File: src/rtl/instruction_issuer.sv
`default_nettype none
// ------------------------------------------------------------------------
// instruction_issuer : steps a loaded program through a handshaked
//                      processor and captures each read-port result pair.
// Rev 1.0
// ------------------------------------------------------------------------
module instruction_issuer #(
   parameter int DEPTH   = 16,
   parameter int TIMEOUT = 32,
   parameter int BLANK   = 2
) (
   input  logic                     clk,
   input  logic                     reset,
   input  logic                     load_valid,
   input  logic [$clog2(DEPTH)-1:0] load_addr,
   input  logic [33:0]              load_data,
   input  logic                     start,
   input  logic [$clog2(DEPTH):0]   prog_len,
   output logic [33:0]              instruct,
   output logic                     instruct_sig,
   input  logic                     output_sig,
   input  logic [15:0]              read_out1,
   input  logic [15:0]              read_out2,
   input  logic [$clog2(DEPTH)-1:0] res_addr,
   output logic [31:0]              res_data,
   output logic                     busy,
   output logic                     done,
   output logic                     timeout_err,
   output logic [$clog2(DEPTH):0]   issued_count
);

   localparam int AW  = $clog2(DEPTH);
   localparam int LW  = AW + 1;
   localparam int WCW = $clog2(TIMEOUT + BLANK + 1) + 1;

   typedef enum logic [2:0] {
      S_IDLE   = 3'd0,
      S_ISSUE  = 3'd1,
      S_WAIT   = 3'd2,
      S_GAP    = 3'd3,
      S_FINISH = 3'd4
   } state_t;

   state_t         state;
   logic [AW-1:0]  pc;
   logic [LW-1:0]  len;
   logic [WCW-1:0] wait_cnt;
   logic [33:0]    prog_mem [DEPTH];
   logic [31:0]    res_mem  [DEPTH];

   logic           load_en;
   logic           capture;
   logic           expire;
   logic [LW-1:0]  pc_inc;
   logic [LW-1:0]  len_clamped;

   assign load_en     = (state == S_IDLE) && load_valid;
   // The processor's completion flag may still be high from the previous
   // instruction for a few cycles, so it is only trusted after BLANK cycles.
   assign capture     = (state == S_WAIT) && output_sig && (wait_cnt >= WCW'(BLANK));
   assign expire      = (state == S_WAIT) && (wait_cnt == WCW'(TIMEOUT - 1));
   assign pc_inc      = {1'b0, pc} + LW'(1);
   assign len_clamped = (prog_len > LW'(DEPTH)) ? LW'(DEPTH) : prog_len;
   assign busy        = (state != S_IDLE);
   assign res_data    = res_mem[res_addr];

   // Buffers are deliberately not reset so a mid-run abort preserves them.
   always_ff @(posedge clk) begin
      if (!reset && load_en) begin
         prog_mem[load_addr] <= load_data;
      end
      if (!reset && capture) begin
         res_mem[pc] <= {read_out1, read_out2};
      end
   end

   always_ff @(posedge clk) begin
      if (reset) begin
         state        <= S_IDLE;
         pc           <= '0;
         len          <= '0;
         wait_cnt     <= '0;
         instruct     <= '0;
         instruct_sig <= 1'b1;
         done         <= 1'b0;
         timeout_err  <= 1'b0;
         issued_count <= '0;
      end else begin
         done <= 1'b0;
         case (state)
            S_IDLE: begin
               if (start) begin
                  len          <= len_clamped;
                  pc           <= '0;
                  issued_count <= '0;
                  timeout_err  <= 1'b0;
                  state        <= (prog_len == '0) ? S_FINISH : S_ISSUE;
               end
            end
            S_ISSUE: begin
               instruct     <= prog_mem[pc];
               instruct_sig <= 1'b0;
               wait_cnt     <= '0;
               state        <= S_WAIT;
            end
            S_WAIT: begin
               if (capture) begin
                  issued_count <= issued_count + LW'(1);
                  instruct_sig <= 1'b1;
                  state        <= S_GAP;
               end else if (expire) begin
                  timeout_err  <= 1'b1;
                  instruct_sig <= 1'b1;
                  state        <= S_FINISH;
               end else begin
                  wait_cnt <= wait_cnt + WCW'(1);
               end
            end
            S_GAP: begin
               pc    <= pc + AW'(1);
               state <= (pc_inc == len) ? S_FINISH : S_ISSUE;
            end
            S_FINISH: begin
               done         <= 1'b1;
               instruct_sig <= 1'b1;
               state        <= S_IDLE;
            end
            default: begin
               state <= S_IDLE;
            end
         endcase
      end
   end

endmodule
`default_nettype wire

File: config.mk
export PLATFORM = sky130hd
export DESIGN_NAME = instruction_issuer
export DESIGN_NICKNAME = d
export VERILOG_FILES = /design/src/rtl/instruction_issuer.sv
export SDC_FILE = /design/constraint.sdc
export NUM_CORES = 1
export LEC_CHECK = 0
export ABC_CLOCK_PERIOD_IN_PS = 6800
export CAP_MARGIN = 0
export CORE_ASPECT_RATIO = 1.1
export CORE_MARGIN = 8
export CORE_UTILIZATION = 35
export CTS_BUF_LIST = sky130_fd_sc_hd__clkbuf_2 sky130_fd_sc_hd__clkbuf_4 sky130_fd_sc_hd__clkbuf_8
export DETAILED_ROUTE_END_ITERATION = 8
export PLACE_DENSITY = 0.54
export SETUP_SLACK_MARGIN = 0.3
export SYNTH_ARGS = -nofsm -noshare
export SYNTH_HDL_FRONTEND = slang
export SYNTH_SLANG_ARGS = --single-unit
File: constraint.sdc
create_clock -name clk -period 6.8 [get_ports clk]
set_input_delay 1.36 -clock clk [delete_from_list [all_inputs] [get_ports clk]]
set_output_delay 1.36 -clock clk [all_outputs]
set_load 0.03 [all_outputs]
==> run_results.csv <==
group,metric,value,unit
final_layout,drive_gt1_share,26.5,%
logic_synthesis,synth_nets,2099,
critical_path,path_buf_inv,3,
timing,tns,0,ns
logic_synthesis,ys_ff_latch,1117,
floorplan,die_w,348,µm
power_and_ir_drop,p_leak,15.3,nW
clock_network,cts_tree,"built",
floorplan,ioPinCount,159,
power_and_ir_drop,vdd_drop_max,0.000245,V
clock_network,clock-sinks,1117,
clock_network,numCtsBuffers,181,
global_routing,grt_pass1_wl,151000,µm
clock_network,holdBufCountCts,0,
floorplan,row_count,134,
clock_network,clock-root-buffer,"clkbuf_8",
timing,setup_viol,0,
placed_design,dp.final_hpwl,58200,µm
timing,fin_crit,5.46,ns
critical_path,cp_common_cell,"mux4_2",
logic_synthesis,netlist_top_cells_area,"edfxtp_1 (75%), mux4_2 (12%), mux2i_1 (3.2%), dfxtp_1 (2.9%), o22ai_1 (0.99%)",
global_routing,grt_use_total,15.6,%
logic_synthesis,ys.flop_type,"edfxtp_1",
detailed_routing,drt_first_pass_iters,5,
timing,max_freq,183,MHz
detailed_routing,vias,20900,
logic_synthesis,yosysMostFrequentCell,"edfxtp_1",
critical_path,worstPathArrival,4.10,ns
placed_design,place_congestion,0.737,
logic_synthesis,synth_top_area_share,74.6,%
critical_path,cp-end-kind,"output pin",
logic_synthesis,synth_edf_count,1056,
critical_path,path_class,"in2out",
logic_synthesis,syn_area,42500,µm²
status,outcome,"finished, final reports clean",
final_layout,area_delta_synth_final,17.7,%
timing,drv_slew,0,
detailed_routing,final_antenna_net_count,0,
global_routing,antenna_found_initial,19,
logic_synthesis,yosys.area.top_type,"edfxtp_1",
critical_path,worst_ep_required_time,5.44,ns
timing,finalCritPeriodShare,80.3,%
placed_design,numPortBuffers,158,
logic_synthesis,async_flop_share,0,%
detailed_routing,wirelength,105000,µm
critical_path,cp-start-kind,"primary input",
logic_synthesis,synthCells,2008,
clock_network,cts_setup_buffers,0,
floorplan,chipHeight,381,µm
clock_network,clockBufferDepth,3,
logic_synthesis,yosysWarnings,0,
job,cap_violations,0,
detailed_routing,drc,0,
logic_synthesis,ys_seq_area_share,77.5,%
detailed_routing,wl_per_cell,25.7,µm
critical_path,max_stage_delay,0.65,ns
clock_network,cts.htree.levels,4,
logic_synthesis,yosysUniqueCellTypes,56,
detailed_routing,viasPerCell,5.11,
global_routing,grt_max_degree,117,
floorplan,die_area,133000,µm²
critical_path,cpMaxStageDelayCell,"clkdlybuf4s50_1",
clock_network,post_cts_resized,0,
global_routing,grt_overflow,0,
floorplan,core_region_area,121000,µm²
floorplan,start_util,35.2,%
power_and_ir_drop,power_density,295,nW/µm²
timing,rsz0062_at_grt,"false",
timing,fin_worst_skew,0.0424,ns
timing,worst-slew-pin-transition,1.17,ns
min_path,hp-class,"reg2reg",
timing,hold_viol_final,0,
detailed_routing,initialDrtViolationCount,1616,
critical_path,cp_top_family,"buffers and inverters",
critical_path,worstPathMaxFanout,53,
placed_design,dpl_worst_slack,1.30,ns
final_layout,fin_nets,2388,
timing,max_slew_margin,21.3,%
clock_network,clk_latency,0.86,ns
critical_path,cp_cell_sequence,"clkbuf_8, buf_4, mux4_2, mux4_2, clkdlybuf4s50_1",
timing,setup_ws,1.34,ns
logic_synthesis,synth_common_cells,"edfxtp_1 (1056), mux4_2 (228), mux2i_1 (134)",
logic_synthesis,syn_area_per_cell,21.2,µm²
clock_network,clk_pin_slew_worst_paths,0.05,ns
global_routing,grt_pass1_vias,22100,
## per-layer routing
metal | share of wire [%] | global-route usage [%]
met2 | 49 | 25.8
met5 | 0.058 | 0
met1 | 42 | 19.9
met3 | 6.5 | 3.60
met4 | 2.9 | 5.97
## power breakdown
| part | switching, mW | internal (mW) | leakage, nW |
|---|---|---|---|
| Combinational | 0.732 | 0.482 | 3.31 |
| Clock | 2.64 | 3.16 | 1.95 |
| Sequential | 0.103 | 7.64 | 10.0 |
## cell families after synthesis
group / synth area share, %
DFF: 77.5
muxes: 15.3
and+or+nand+nor: 2.92
AOI/OAI and AO/OA: 2.57
buffers and inverters: 1.35
xor gates and xnor gates: 0.144
adders and majority gates: 0.206
## worst paths after layout
check / startpoint / to / slack (ns) / depth (start not counted)
worst max register to register: state[1] / res_mem[11][19] / 2.98 / 5
worst min-delay path: timeout_err / timeout_err / 0.46 / 2
worst min register to register: timeout_err / timeout_err / 0.46 / 2
worst max-delay path: res_addr[0] / res_data[18] / 1.34 / 5
## flip-flops by register name, summed over array words and instances (netlist names)
| name | cells |
|---|---|
| prog_mem | 544 |
| res_mem | 512 |
| instruct | 34 |
| wait_cnt | 7 |
| issued_count | 5 |
| len | 5 |
| pc | 4 |
| state | 3 |
| done | 1 |
| instruct_sig | 1 |
| timeout_err | 1 |
## worst min-delay path: stages (launching register included)
cell,delay [ns]
dfxtp_1,0.31
nand2_1,0.05
a21oi_1,0.05
## metrics by stage
step           instances  power, mW  hold slack [ns]  cell area (µm²)  utilization, %
2_1_floorplan       2008       8.56            0.443            42500               -
3_3_place_gp        3746       9.10            0.452            46300            38.3
3_5_place_dp        3746       9.12            0.452            46300            38.3
4_1_cts             4078       15.0            0.460            50000            41.3
5_1_grt             4083       15.3            0.502            50000            41.3
6_report            4092       14.8            0.458            50000            41.4
## layout make-up
type	instances	area [µm²]
clock buffer	266	3220
inverter	9	33.8
timing repair buffer	215	2050
antenna	14	35.0
fill	10500	70900
clock inverter	66	450
tap	1632	2040
multi-input combinational	773	9240
sequential	1117	32900
## cells in the final DEF (no fill, tap or decap), drive strengths merged, types with 5 or more instances in the layout
master and instances:
a21oi 16, a22o 31, a311oi 6, buf 61, clkbuf 267, clkdlybuf4s50 153
clkinv 52, clkinvlp 5, dfxtp 61, diode 14, edfxtp 1056, ha 7
inv 15, mux2i 134, mux4 228, nand2 18, nand2b 5, nand3 14
nand3b 16, nor2 76, nor3 42, nor4 31, o211ai 7, o21ai 11
o22ai 67, or3 6, or3b 7
Note: power is estimated with default switching activity, not from simulation.
